==> src/rtl/wish_pkg.sv <==
// Shared helpers for the wish_pack / wish_unpack width converters.
package wish_pkg;

  // Width of a beat index; never below 1 bit so NUM_PACK=2 still gets a register.
  function automatic int idx_width(input int num_pack);
    return (num_pack <= 2) ? 1 : $clog2(num_pack);
  endfunction

  // Index of the first beat of a word for the given byte order.
  function automatic int first_idx(input int little_endian, input int num_pack);
    return (little_endian != 0) ? 0 : num_pack - 1;
  endfunction

  // Index of the last beat of a word for the given byte order.
  function automatic int last_idx(input int little_endian, input int num_pack);
    return (little_endian != 0) ? num_pack - 1 : 0;
  endfunction

endpackage

==> src/rtl/wish_hold_buf.sv <==
// One-entry holding register (valid + payload); full mirrors the valid bit.
module wish_hold_buf #(
  parameter int W = 34
) (
  input  logic         clk_i,
  input  logic         rst_i,
  input  logic         push,
  input  logic         pop,
  input  logic [W-1:0] din,
  output logic [W-1:0] dout,
  output logic         full
);

  logic         vld_reg;
  logic [W-1:0] dat_reg;

  // Push wins over pop so a refill in the same cycle keeps the entry valid.
  always_ff @(posedge clk_i or posedge rst_i) begin
    if (rst_i) begin
      vld_reg <= 1'b0;
      dat_reg <= '0;
    end else if (push) begin
      vld_reg <= 1'b1;
      dat_reg <= din;
    end else if (pop) begin
      vld_reg <= 1'b0;
    end
  end

  assign dout = dat_reg;
  assign full = vld_reg;

endmodule

==> src/rtl/wish_unpack.sv <==
// Wide-to-narrow Wishbone converter: one wide word leaves as NUM_PACK beats.
module wish_unpack
  import wish_pkg::*;
#(
  parameter int DATA_WIDTH    = 8,
  parameter int NUM_PACK      = 4,
  parameter int TGC_WIDTH     = 2,
  parameter int LITTLE_ENDIAN = 1
) (
  input  logic                           clk_i,
  input  logic                           rst_i,
  input  logic                           s_stb_i,
  input  logic                           s_cyc_i,
  output logic                           s_ack_o,
  output logic                           s_stall_o,
  input  logic [DATA_WIDTH*NUM_PACK-1:0] s_dat_i,
  input  logic [TGC_WIDTH-1:0]           s_tgc_i,
  output logic                           d_stb_o,
  output logic                           d_cyc_o,
  input  logic                           d_ack_i,
  output logic [DATA_WIDTH-1:0]          d_dat_o,
  output logic [TGC_WIDTH-1:0]           d_tgc_o
);

  localparam int WIDE_W = DATA_WIDTH * NUM_PACK;
  localparam int HOLD_W = WIDE_W + TGC_WIDTH;
  localparam int IDX_W  = idx_width(NUM_PACK);
  localparam logic [IDX_W-1:0] START = IDX_W'(first_idx(LITTLE_ENDIAN, NUM_PACK));
  localparam logic [IDX_W-1:0] LAST  = IDX_W'(last_idx(LITTLE_ENDIAN, NUM_PACK));

  logic                  hold_vld;
  logic [HOLD_W-1:0]     hold_dat;
  logic                  act_vld_reg;
  logic [IDX_W-1:0]      idx_reg;
  logic [WIDE_W-1:0]     data_reg;
  logic [TGC_WIDTH-1:0]  tgc_reg;
  logic [DATA_WIDTH-1:0] beat [NUM_PACK];

  logic accept;
  logic xfer;
  logic last_xfer;
  logic stage_free;
  logic load_hold;
  logic load_in;
  logic push;

  // Handshake decode: the shift stage frees up when empty or on its last beat.
  always_comb begin
    accept     = s_stb_i & s_cyc_i & ~hold_vld & ~rst_i;
    xfer       = act_vld_reg & d_ack_i;
    last_xfer  = xfer & (idx_reg == LAST);
    stage_free = ~act_vld_reg | last_xfer;
    load_hold  = hold_vld & stage_free;
    // With the hold buffer empty, a fresh word bypasses it straight into the
    // shift stage, so the first beat shows up the cycle after the accept.
    load_in    = accept & stage_free;
    push       = accept & ~stage_free;
  end

  wish_hold_buf #(
    .W (HOLD_W)
  ) u_hold (
    .clk_i (clk_i),
    .rst_i (rst_i),
    .push  (push),
    .pop   (load_hold),
    .din   ({s_tgc_i, s_dat_i}),
    .dout  (hold_dat),
    .full  (hold_vld)
  );

  // Shift stage and beat index: load a word, step through beats, retire on last.
  always_ff @(posedge clk_i or posedge rst_i) begin
    if (rst_i) begin
      act_vld_reg <= 1'b0;
      idx_reg     <= START;
      data_reg    <= '0;
      tgc_reg     <= '0;
    end else if (load_hold) begin
      act_vld_reg <= 1'b1;
      idx_reg     <= START;
      data_reg    <= hold_dat[WIDE_W-1:0];
      tgc_reg     <= hold_dat[HOLD_W-1:WIDE_W];
    end else if (load_in) begin
      act_vld_reg <= 1'b1;
      idx_reg     <= START;
      data_reg    <= s_dat_i;
      tgc_reg     <= s_tgc_i;
    end else if (last_xfer) begin
      act_vld_reg <= 1'b0;
      idx_reg     <= START;
    end else if (xfer) begin
      if (LITTLE_ENDIAN != 0) begin
        idx_reg <= idx_reg + IDX_W'(1);
      end else begin
        idx_reg <= idx_reg - IDX_W'(1);
      end
    end
  end

  // Split the wide word into beat-sized slices once; the index picks one.
  genvar gi;
  generate
    for (gi = 0; gi < NUM_PACK; gi++) begin : g_beat
      assign beat[gi] = data_reg[gi*DATA_WIDTH +: DATA_WIDTH];
    end
  endgenerate

  assign s_ack_o   = accept;
  assign s_stall_o = hold_vld;
  assign d_stb_o   = act_vld_reg;
  assign d_cyc_o   = act_vld_reg;
  assign d_dat_o   = beat[idx_reg];
  assign d_tgc_o   = tgc_reg;

endmodule
==> config.mk <==
export PLATFORM = sky130hd
export DESIGN_NAME = wish_unpack
export DESIGN_NICKNAME = d
export VERILOG_FILES = /design/src/rtl/wish_pkg.sv /design/src/rtl/wish_hold_buf.sv /design/src/rtl/wish_unpack.sv
export SDC_FILE = /design/constraint.sdc
export NUM_CORES = 1
export LEC_CHECK = 0
export ABC_AREA = 1
export CORE_MARGIN = 2
export CORE_UTILIZATION = 50
export DETAILED_ROUTE_END_ITERATION = 8
export PLACE_DENSITY_LB_ADDON = 0.12
export SETUP_SLACK_MARGIN = 0.15
export SLEW_MARGIN = 20
export SYNTH_ARGS = -nofsm -noshare
export SYNTH_HDL_FRONTEND = slang
export SYNTH_SLANG_ARGS = --single-unit
export TNS_END_PERCENT = 30
==> constraint.sdc <==
create_clock -name clk_i -period 3.2 [get_ports clk_i]
set_input_delay 0.8 -clock clk_i [delete_from_list [all_inputs] [get_ports clk_i]]
set_output_delay 0.8 -clock clk_i [all_outputs]
set_load 0.005 [all_outputs]
==> results.tsv, run 1 <==
stage	metric	value	unit
status	run_status	complete, no violations	
synthesis	gate_count_after_technology_mapping	477	
timing	slew_violations	0	
routing	post-route-drc-count	0	
critical_path	worst_setup_path_end_kind	output port	
synthesis	synth_seq_cells	72	
synthesis	mappedNetlistArea	3560	µm²
routing	detailedRoute.firstPassIterationCount	4	
critical_path	critPathMaxFanout	3	
routing	viasPerCell	5.19	
cts	clk_path_buf_depth	2	
global_routing	grt_max_degree	45	
critical_path	worstSetupPathType	input port to output port	
cts	clk_transition_reported_paths	80	ps
power_and_ir_drop	peakVddDrop	0.435	mV
placed_design	count_of_buffers_from_port_buffering	52	
finish	post_route_cells_drive_above_1_share	6.88	%
timing	finalHoldViolCount	0	
critical_path	start_kind	input port	
timing	worstMarginPinSlew	765	ps
timing	fmaxAchievable	346	MHz
finish	multiInputGateArea	1560	µm²
power_and_ir_drop	cellPowerDensity	891	nW/µm²
timing	post-route-min-period	2890	ps
finish	utilization	63.4	%
critical_path	rrSetupSlack	1150	ps
cts	cts_inserted_buffers	9	
finish	n_antenna_cell	0	
hold_path	hp-class	flip-flop to flip-flop	
die	i_o_pins	53	
synthesis	ys_top_cells_by_area	sky130_fd_sc_hd__dfrtp_1 (51%), sky130_fd_sc_hd__nand2_1 (26%), sky130_fd_sc_hd__nand3_1 (10%)	
global_routing	grt_util_all_layers	24.1	%
timing	final.period_utilization	90.2	%
finish	largest_register_ff_count	34	
timing	slew_headroom	49.0	%
finish	area_taken_by_flip_flops_and_latches	1800	µm²
synthesis	number_of_nets_in_the_synthesized_netlist	517	
cts	cts_num_sinks	72	
synthesis	synth.avg_cell_area	7.46	µm²
cts	clock_tree_from_tritoncts	done	
flow_run	max_cap_violations	0	
cts	clock_tree.root_cell	sky130_fd_sc_hd__clkbuf_8	
synthesis	synth_area_leader_cell	sky130_fd_sc_hd__dfrtp_1	
finish	syn_to_final_growth	21.6	%
die	die_width	88.4	µm
synthesis	yosys.cell_types.count	18	
timing	setup_viol	0	
power_and_ir_drop	p_leak	2.24	nW
finish	num-fill-cells	667	
cts	clk_latency	350	ps
routing	via_count	3212	
finish	nets	558	
placed_design	hpwlAfterDp	5620	µm
synthesis	synth.top_cell.area_share	50.6	%
routing	wirelength	8570	µm
die	core_area	6830	µm²
global_routing	grt_pass1_vias	3009	
timing	grt_setup_unrepaired	false	
timing	clock_tree_skew_after_final_layout	8.73	ps
synthesis	synth.yosys.seq_area_share	50.6	%
cts	cts_setup_buffers	0	
die	die_area	7810	µm²
cts	ctsHoldBuffers	0	
die	die_height	88.4	µm
global_routing	grt_antenna_before_repair	0	
cts	htreeDepth	3	
routing	drt_iter0_drc	169	
die	initial_core_util	52.1	%
routing	wl_per_cell	13.8	µm
synthesis	yosysWarningCount	0	
critical_path	worstPathRequired	2400	ps
die	placement_rows	30	
critical_path	crit_arrival	2090	ps
timing	finalSetupTns	0	ps
placed_design	gpl.final_weighted_congestion	0.870	
routing	ant_nets	0	
global_routing	globalRoute.totalOverflow	0	
global_routing	first_pass_grt_wire_length	14400	µm
-- layout by cell type, fill, tap and decap left out --
cell type / netlist / layout
sky130_fd_sc_hd__clkdlybuf4s50_1: 0 / 52
sky130_fd_sc_hd__nor2_4: 2 / 2
sky130_fd_sc_hd__buf_4: 5 / 9
sky130_fd_sc_hd__nand3_4: 1 / 1
sky130_fd_sc_hd__ha_1: 1 / 1
sky130_fd_sc_hd__nand2_2: 3 / 3
sky130_fd_sc_hd__nand2_1: 243 / 243
sky130_fd_sc_hd__nand2_4: 1 / 1
sky130_fd_sc_hd__nand3_1: 71 / 71
sky130_fd_sc_hd__clkbuf_1: 6 / 1
sky130_fd_sc_hd__o21ai_0: 16 / 16
sky130_fd_sc_hd__nor2_1: 17 / 17
sky130_fd_sc_hd__clkbuf_8: 0 / 11
sky130_fd_sc_hd__a21oi_1: 3 / 3
sky130_fd_sc_hd__inv_1: 6 / 4
sky130_fd_sc_hd__buf_12: 0 / 1
sky130_fd_sc_hd__dfrtp_2: 0 / 1
sky130_fd_sc_hd__inv_2: 1 / 2
sky130_fd_sc_hd__dfrtp_1: 72 / 71
sky130_fd_sc_hd__clkinvlp_4: 0 / 4
sky130_fd_sc_hd__bufinv_16: 0 / 1
sky130_fd_sc_hd__o22ai_1: 8 / 8
-- synthesized netlist by cell type, drive strengths merged --
cell type,instances
nand2,247
dfrtp,72
nand3,72
buf,26
nor2,19
o21ai,16
o22ai,8
inv,7
clkbuf,6
a21oi,3
ha,1
-- through the flow --
stage / instance area [µm²] / instances / hold WS [ps] / setup slack (ps) / power (mW)
final: 4330 / 619 / 476 / 313 / 3.86
after global routing: 4330 / 619 / 495 / 244 / 4.17
after CTS: 4320 / 619 / 479 / 238 / 3.88
after detailed placement: 4120 / 603 / 460 / 299 / 3.12
after global placement: 4120 / 603 / 454 / 342 / 3.07
after floorplan: 3560 / 477 / 443 / 575 / 2.56
-- final cells by class --
class	instances	share of cell area (%)
Inverter	7	0.694
Tap cell	96	2.78
Sequential cell	72	41.7
Multi-Input combinational cell	366	36.0
Clock buffer	12	3.58
Timing Repair Buffer	62	14.1
Clock inverter	4	1.21
-- worst paths after layout --
path                           startpoint              end  cells after the start
min reg2reg                u_hold.dout[3]   u_hold.dout[3]                      2
min in group asynchronous           rst_i  u_hold.dout[27]                      2
max in group asynchronous           rst_i  u_hold.dout[10]                      3
min                        u_hold.dout[3]   u_hold.dout[3]                      2
max                                 rst_i          s_ack_o                      5
max reg2reg                    idx_reg[0]      data_reg[9]                      9
-- timing repair --
action | CTS | global route
hold endpoints to repair | 0 | 0
gates resized for setup | 0 | 2
endpoints found under the setup margin | 0 | 6
-- logic make-up after synthesis --
logic type / count (synthesis) / synth area share [%]
AOI/OAI and AO/OA: 27 / 4.08
DFF: 72 / 50.6
adders and majority gates: 1 / 0.352
buffers and inverters: 39 / 5.56
and+or+nand+nor: 338 / 39.4
-- routing by layer --
layer  vias to the layer above  share of wire (%)  track usage [%]
li1                       1593                  -                -
met1                      1521                 45             33.1
met2                        86                 48             38.2
met3                        12                5.4             5.60
met4                         0                1.7             7.30
met5                         -                  0                0
-- worst max-delay path, stage by stage --
cell	delay, ps
sky130_fd_sc_hd__clkdlybuf4s50_1	480
sky130_fd_sc_hd__nor2_4	160
sky130_fd_sc_hd__nand2_2	100
sky130_fd_sc_hd__inv_1	60
sky130_fd_sc_hd__clkdlybuf4s50_1	490
-- power by group --
part / leakage, nW / internal, mW / switching, mW
Sequential: 0.898 / 1.33 / 0.312
Clock: 0.0948 / 0.403 / 0.345
Combinational: 1.25 / 0.646 / 0.823
(Power assumes the default switching activity.)
==> run 2: changes to the inputs <==
- DONT_BUFFER_PORTS: not set -> 1
==> run 2 against run 1 <==
  * Global-route usage fell by 0.93 points
  * Worst setup slack improved by 400 ps
  * Combinational power fell by 16%
  * Worst hold slack got worse by 2.9 ps
  * Fmax rose by 16%
  * Sequential share of layout area rose by 6.7 points
  * Wire length fell by 2.9%
  * Cell area fell by 14%
  * Clock skew rose by 1.3 ps
  * Largest cell class unchanged
  * Largest power group unchanged
==> results.tsv, run 2 (same netlist as run 1, synthesis figures left out) <==
stage	metric	value	unit
die	die_width	88.4	µm
cts	clk_transition_reported_paths	70	ps
routing	met1_length	3740	µm
finish	finalInstanceArea	3730	µm²
placed_design	count_of_buffers_from_port_buffering	0	
cts	clk_path_buf_depth	2	
global_routing	grt_pass1_vias	2857	
finish	utilization	54.6	%
power_and_ir_drop	power.sequential.fraction	46.5	%
timing	post-route-min-period	2490	ps
power_and_ir_drop	peakVddDrop	0.346	mV
cts	clock_tree_from_tritoncts	done	
critical_path	crit_path_top_delay_cell	sky130_fd_sc_hd__dfrtp_1	
routing	via_count	2925	
placed_design	place_area	3570	µm²
critical_path	worst_path_largest_cell_delay	390	ps
flow_run	max_cap_violations	0	
die	i_o_pins	53	
cts	clk_latency	340	ps
finish	largest_register_ff_count	34	
timing	clock_tree_skew_after_final_layout	9.99	ps
power_and_ir_drop	portion_of_total_power_attributed_to_the_clock_network	17.9	%
critical_path	timing.critical_path.cells	buf_4 -> inv_1 -> o21ai_0 -> o22ai_1	
finish	multiInputGateArea	1560	µm²
timing	finalSetupTns	0	ps
timing	worstMarginPinSlew	896	ps
timing	worst_hold_slack_across_all_endpoints	473	ps
finish	post_route_cells_drive_above_1_share	6.22	%
critical_path	worstPathRequired	2400	ps
global_routing	grt_antenna_before_repair	0	
timing	slew_violations	0	
timing	finalHoldViolCount	0	
cts	htreeDepth	3	
power_and_ir_drop	p_leak	2.02	nW
critical_path	setup.worst_path.end	d_dat_o[2]	
routing	detailedRoute.firstPassIterationCount	4	
power_and_ir_drop	net-switching-power	1.39	mW
finish	mostFrequentLayoutCell	sky130_fd_sc_hd__nand2_1	
routing	highest_layer	met4	
placed_design	gpl.final_weighted_congestion	0.820	
critical_path	critical_path.reg2reg.endpoint	data_reg[9]	
timing	setup_viol	0	
routing	ant_nets	0	
finish	syn_to_final_growth	4.75	%
critical_path	crit_arrival	1690	ps
routing	drt_iter0_drc	202	
critical_path	critPathMaxFanout	19	
die	die_height	88.4	µm
die	core_area	6830	µm²
power_and_ir_drop	cellPowerDensity	925	nW/µm²
routing	route.met2.wl	3970	µm
global_routing	globalRoute.totalOverflow	0	
die	die_area	7810	µm²
critical_path	worstSetupPathType	flip-flop to output port	
routing	met3_wirelength	514	µm
routing	viasPerCell	5.20	
critical_path	worst_setup_path_startpoint	idx_reg[0]	
status	run_status	complete, no violations	
timing	final.period_utilization	77.7	%
timing	grt_setup_unrepaired	false	
timing	slew_headroom	40.3	%
timing	fmaxAchievable	402	MHz
cts	cts_repair_resize_count	0	
global_routing	grt_max_degree	73	
die	initial_core_util	52.1	%
power_and_ir_drop	cell_internal_pwr	2.05	mW
routing	wirelength	8320	µm
cts	cts_num_sinks	72	
finish	n_antenna_cell	0	
routing	wl_per_cell	14.8	µm
critical_path	rrSetupSlack	870	ps
critical_path	start_kind	flip-flop	
global_routing	first_pass_grt_wire_length	13900	µm
cts	cts_inserted_buffers	9	
finish	area_taken_by_flip_flops_and_latches	1800	µm²
finish	top_library_cells_by_usage_in_the_layout_fill_and_taps_aside	sky130_fd_sc_hd__nand2_1 (243), sky130_fd_sc_hd__dfrtp_1 (72), sky130_fd_sc_hd__nand3_1 (71)	
critical_path	regToRegStartpoint	idx_reg[1]	
die	placement_rows	30	
cts	clock_tree.root_cell	sky130_fd_sc_hd__clkbuf_8	
critical_path	worst_setup_path_end_kind	output port	
placed_design	hpwlAfterDp	5470	µm
hold_path	hp-class	flip-flop to flip-flop	
critical_path	rr_worst_depth	7	
power_and_ir_drop	switching_share	40.4	%
global_routing	grt_util_all_layers	23.1	%
cts	ctsHoldBuffers	0	
power_and_ir_drop	combPwrFrac	35.6	%
cts	cts_setup_buffers	0	
finish	num-fill-cells	678	
finish	nets	504	
routing	post-route-drc-count	0	
-- run 2: per-layer routing --
| layer | vias up | global-route usage, % |
|---|---|---|
| li1 | 1480 | - |
| met1 | 1361 | 32.9 |
| met2 | 76 | 35.2 |
| met3 | 8 | 4.10 |
| met4 | 0 | 9.50 |
| met5 | - | 0 |
-- run 2: worst min path at each step --
stage                     from         endpoint  slack (ps)  depth (start not counted)
4_1_cts         u_hold.dout[6]   u_hold.dout[6]         480                          2
5_1_grt        u_hold.dout[14]  u_hold.dout[14]         490                          2
3_5_place_dp   u_hold.dout[32]  u_hold.dout[32]         460                          2
2_1_floorplan  u_hold.dout[32]  u_hold.dout[32]         440                          2
3_3_place_gp   u_hold.dout[23]  u_hold.dout[23]         450                          2
6_report        u_hold.dout[1]   u_hold.dout[1]         470                          2
-- run 2: per-stage QoR --
step | power, mW | std cells | setup WS (ps)
finish | 3.45 | 562 | 715
CTS | 3.48 | 562 | 715
floorplan | 2.56 | 477 | 575
global route | 3.76 | 562 | 584
detailed placement | 2.86 | 549 | 839
global placement | 2.82 | 549 | 881
-- run 2: layout make-up --
cell class / instances / share of cell area (%)
flip-flops and latches: 72 / 48.3
repair buffers: 8 / 1.61
inverters: 7 / 0.705
clock buffers: 12 / 4.16
multi-input cells: 366 / 41.8
clock inverters: 1 / 0.134
well taps: 96 / 3.22
-- run 2: critical path: cells and delay by family, from the launching register on --
family	cells	cell delay, ps
compound gates	2	430
flops	1	390
buf+inv	2	530
-- run 2: power groups by stage --
stage               clock network [mW]  logic (mW)  registers, mW
finish                           0.617        1.23           1.60
CTS                              0.635        1.25           1.60
detailed placement                   0        1.25           1.61
global placement                     0        1.21           1.61
floorplan                            0        1.05           1.51
global route                     0.673        1.43           1.66
==> run 3: changes to the inputs <==
- clock period: 3.2 -> 2.6 ns (I/O delays scaled with it)
==> run 3 against run 2 <==
  * Critical path depth is 1 higher
  * Die area stayed put
  * Clock power is 45% higher
  * Flip-flop and latch count stayed put
  * First-iteration DRC count is 0.50% higher
  * Cell count is 2.0% higher
  * Worst setup slack worse by 460 ps
  * Global-route usage is 0.10 points higher
  * Clock skew is 0.61 ps higher
  * Register-to-register slack worse by 340 ps
  * Wire length is 1.0% higher
  * Worst hold slack worse by 220 ps
  * Largest cell class unchanged
==> results.tsv, run 3 (same netlist as run 1, synthesis figures left out) <==
stage	metric	value	unit
placed_design	place_area	3620	µm²
die	placement_rows	30	
die	die_width	88.4	µm
finish	nets	512	
status	run_status	complete, no violations	
timing	clock_tree_skew_after_final_layout	10.6	ps
hold_path	hp-class	input port to async pin	
global_routing	grt_antenna_before_repair	0	
cts	htreeDepth	3	
timing	slew_headroom	57.7	%
finish	mostFrequentLayoutCell	sky130_fd_sc_hd__nand2_1	
critical_path	regToRegStartpoint	idx_reg[1]	
global_routing	first_pass_grt_wire_length	13900	µm
die	i_o_pins	53	
routing	wirelength	8410	µm
critical_path	critPathMaxFanout	18	
finish	top_library_cells_by_usage_in_the_layout_fill_and_taps_aside	sky130_fd_sc_hd__nand2_1 (243), sky130_fd_sc_hd__dfrtp_1 (72), sky130_fd_sc_hd__nand3_1 (71)	
critical_path	worst_path_largest_cell_delay	380	ps
critical_path	start_kind	flip-flop	
timing	post-route-min-period	2350	ps
cts	cts_num_sinks	72	
timing	final.period_utilization	90.3	%
critical_path	cp.buffers_inverters	3	
critical_path	timing.critical_path.cells	buf_4 -> clkinvlp_4 -> buf_4 -> o21ai_0 -> o22ai_1	
critical_path	setup.worst_path.end	d_dat_o[6]	
die	core_area	6830	µm²
global_routing	grt_pass1_vias	2817	
critical_path	critical_path.reg2reg.endpoint	data_reg[3]	
critical_path	crit_cells	5	
timing	grt_setup_unrepaired	false	
finish	syn_to_final_growth	8.44	%
power_and_ir_drop	cellPowerDensity	1160	nW/µm²
cts	cts_inserted_buffers	9	
finish	largest_register_ff_count	34	
cts	clk_path_buf_depth	2	
finish	num-fill-cells	669	
routing	detailedRoute.firstPassIterationCount	4	
cts	clk_latency	350	ps
critical_path	rr_worst_depth	8	
timing	finalHoldViolCount	0	
finish	post_route_cells_drive_above_1_share	8.39	%
global_routing	grt_max_degree	37	
routing	post-route-drc-count	0	
die	initial_core_util	52.1	%
timing	setup_viol	0	
critical_path	worstPathRequired	1950	ps
placed_design	gpl.final_weighted_congestion	0.877	
finish	finalInstanceArea	3860	µm²
timing	finalSetupTns	0	ps
finish	final-instance-count-excl-fill	573	
critical_path	worstSetupPathType	flip-flop to output port	
routing	ant_nets	0	
global_routing	globalRoute.totalOverflow	0	
placed_design	count_of_buffers_from_port_buffering	0	
timing	slew_violations	0	
global_routing	grt_util_all_layers	23.2	%
placed_design	post_place_cells	552	
die	die_area	7810	µm²
timing	worst_hold_slack_across_all_endpoints	251	ps
critical_path	cpMostUsedCell	sky130_fd_sc_hd__buf_4	
placed_design	hpwlAfterDp	5720	µm
cts	clk_transition_reported_paths	70	ps
critical_path	rrSetupSlack	530	ps
cts	clock_tree.root_cell	sky130_fd_sc_hd__clkbuf_8	
routing	drt_iter0_drc	203	
routing	wl_per_cell	14.7	µm
critical_path	crit_arrival	1700	ps
critical_path	worst_setup_path_end_kind	output port	
cts	clock_tree_from_tritoncts	done	
finish	n_antenna_cell	0	
critical_path	crit_path_top_delay_cell	sky130_fd_sc_hd__dfrtp_1	
timing	worstMarginPinSlew	634	ps
critical_path	critical_path.top_delay_family	buffers and inverters	
timing	fmaxAchievable	426	MHz
power_and_ir_drop	peakVddDrop	0.475	mV
routing	via_count	2989	
die	die_height	88.4	µm
routing	viasPerCell	5.22	
power_and_ir_drop	p_leak	2.08	nW
critical_path	worst_setup_path_startpoint	idx_reg[0]	
flow_run	max_cap_violations	0	
==> run 3: changes by cell type in the layout (fill, tap and decap cells not counted) <==
| cell | delta |
|---|---|
| sky130_fd_sc_hd__buf_4 | +6 |
| sky130_fd_sc_hd__bufinv_16 | +1 |
| sky130_fd_sc_hd__clkinvlp_4 | +2 |
| sky130_fd_sc_hd__buf_12 | +2 |
| sky130_fd_sc_hd__inv_1 | -1 |
| sky130_fd_sc_hd__clkinv_2 | +1 |
| sky130_fd_sc_hd__inv_2 | -1 |
| sky130_fd_sc_hd__clkbuf_1 | +1 |
==> run 3: how the worst min path moves through the flow <==
stage	start	to	cells past startpoint
after detailed placement	u_hold.dout[10]	u_hold.dout[10]	2
after global placement	u_hold.dout[10]	u_hold.dout[10]	2
final	rst_i	data_reg[29]	1
after global routing	rst_i	u_hold.full	1
after CTS	rst_i	data_reg[14]	1
after floorplan	u_hold.dout[32]	u_hold.dout[32]	2
==> run 3: repair_timing <==
item                                   in CTS  in global routing
endpoints found under the hold margin       0                  0
hold buffers                                0                  0
buffers inserted                            0                  5
resized for setup                           0                  1
setup endpoints to repair                   0                  8
==> run 3: area by class of cell <==
cell class / instances / area, µm² / share of cell area (%)
clock buffer: 13 / 159 / 4.12
clock inverter: 3 / 40.0 / 1.04
inverter: 7 / 33.8 / 0.875
multi-input combinational: 366 / 1560 / 40.4
sequential: 72 / 1800 / 46.7
tap: 96 / 120 / 3.11
timing repair buffer: 16 / 145 / 3.76
==> run 3: stage by stage <==
step	power [mW]	utilization (%)	worst slack, ps
floorplan	3.15	-	818
global placement	3.52	53.0	621
detailed placement	3.56	53.0	537
CTS	4.46	55.9	169
global route	4.87	56.5	142
finish	4.48	56.5	251
==> run 3: routing by layer <==
| layer | up-vias | GRT usage (%) | share of wire, % |
|---|---|---|---|
| met2 | 60 | 35.3 | 46 |
| met1 | 1416 | 33.1 | 46 |
| li1 | 1500 | - | - |
| met5 | - | 0 | 0 |
| met3 | 13 | 4.94 | 5.8 |
| met4 | 0 | 8.26 | 1.7 |
==> run 3: report_power, final <==
part,switching (mW),internal (mW)
sequential,0.315,1.63
clock,0.402,0.494
combinational,1.04,0.596
total,1.76,2.72
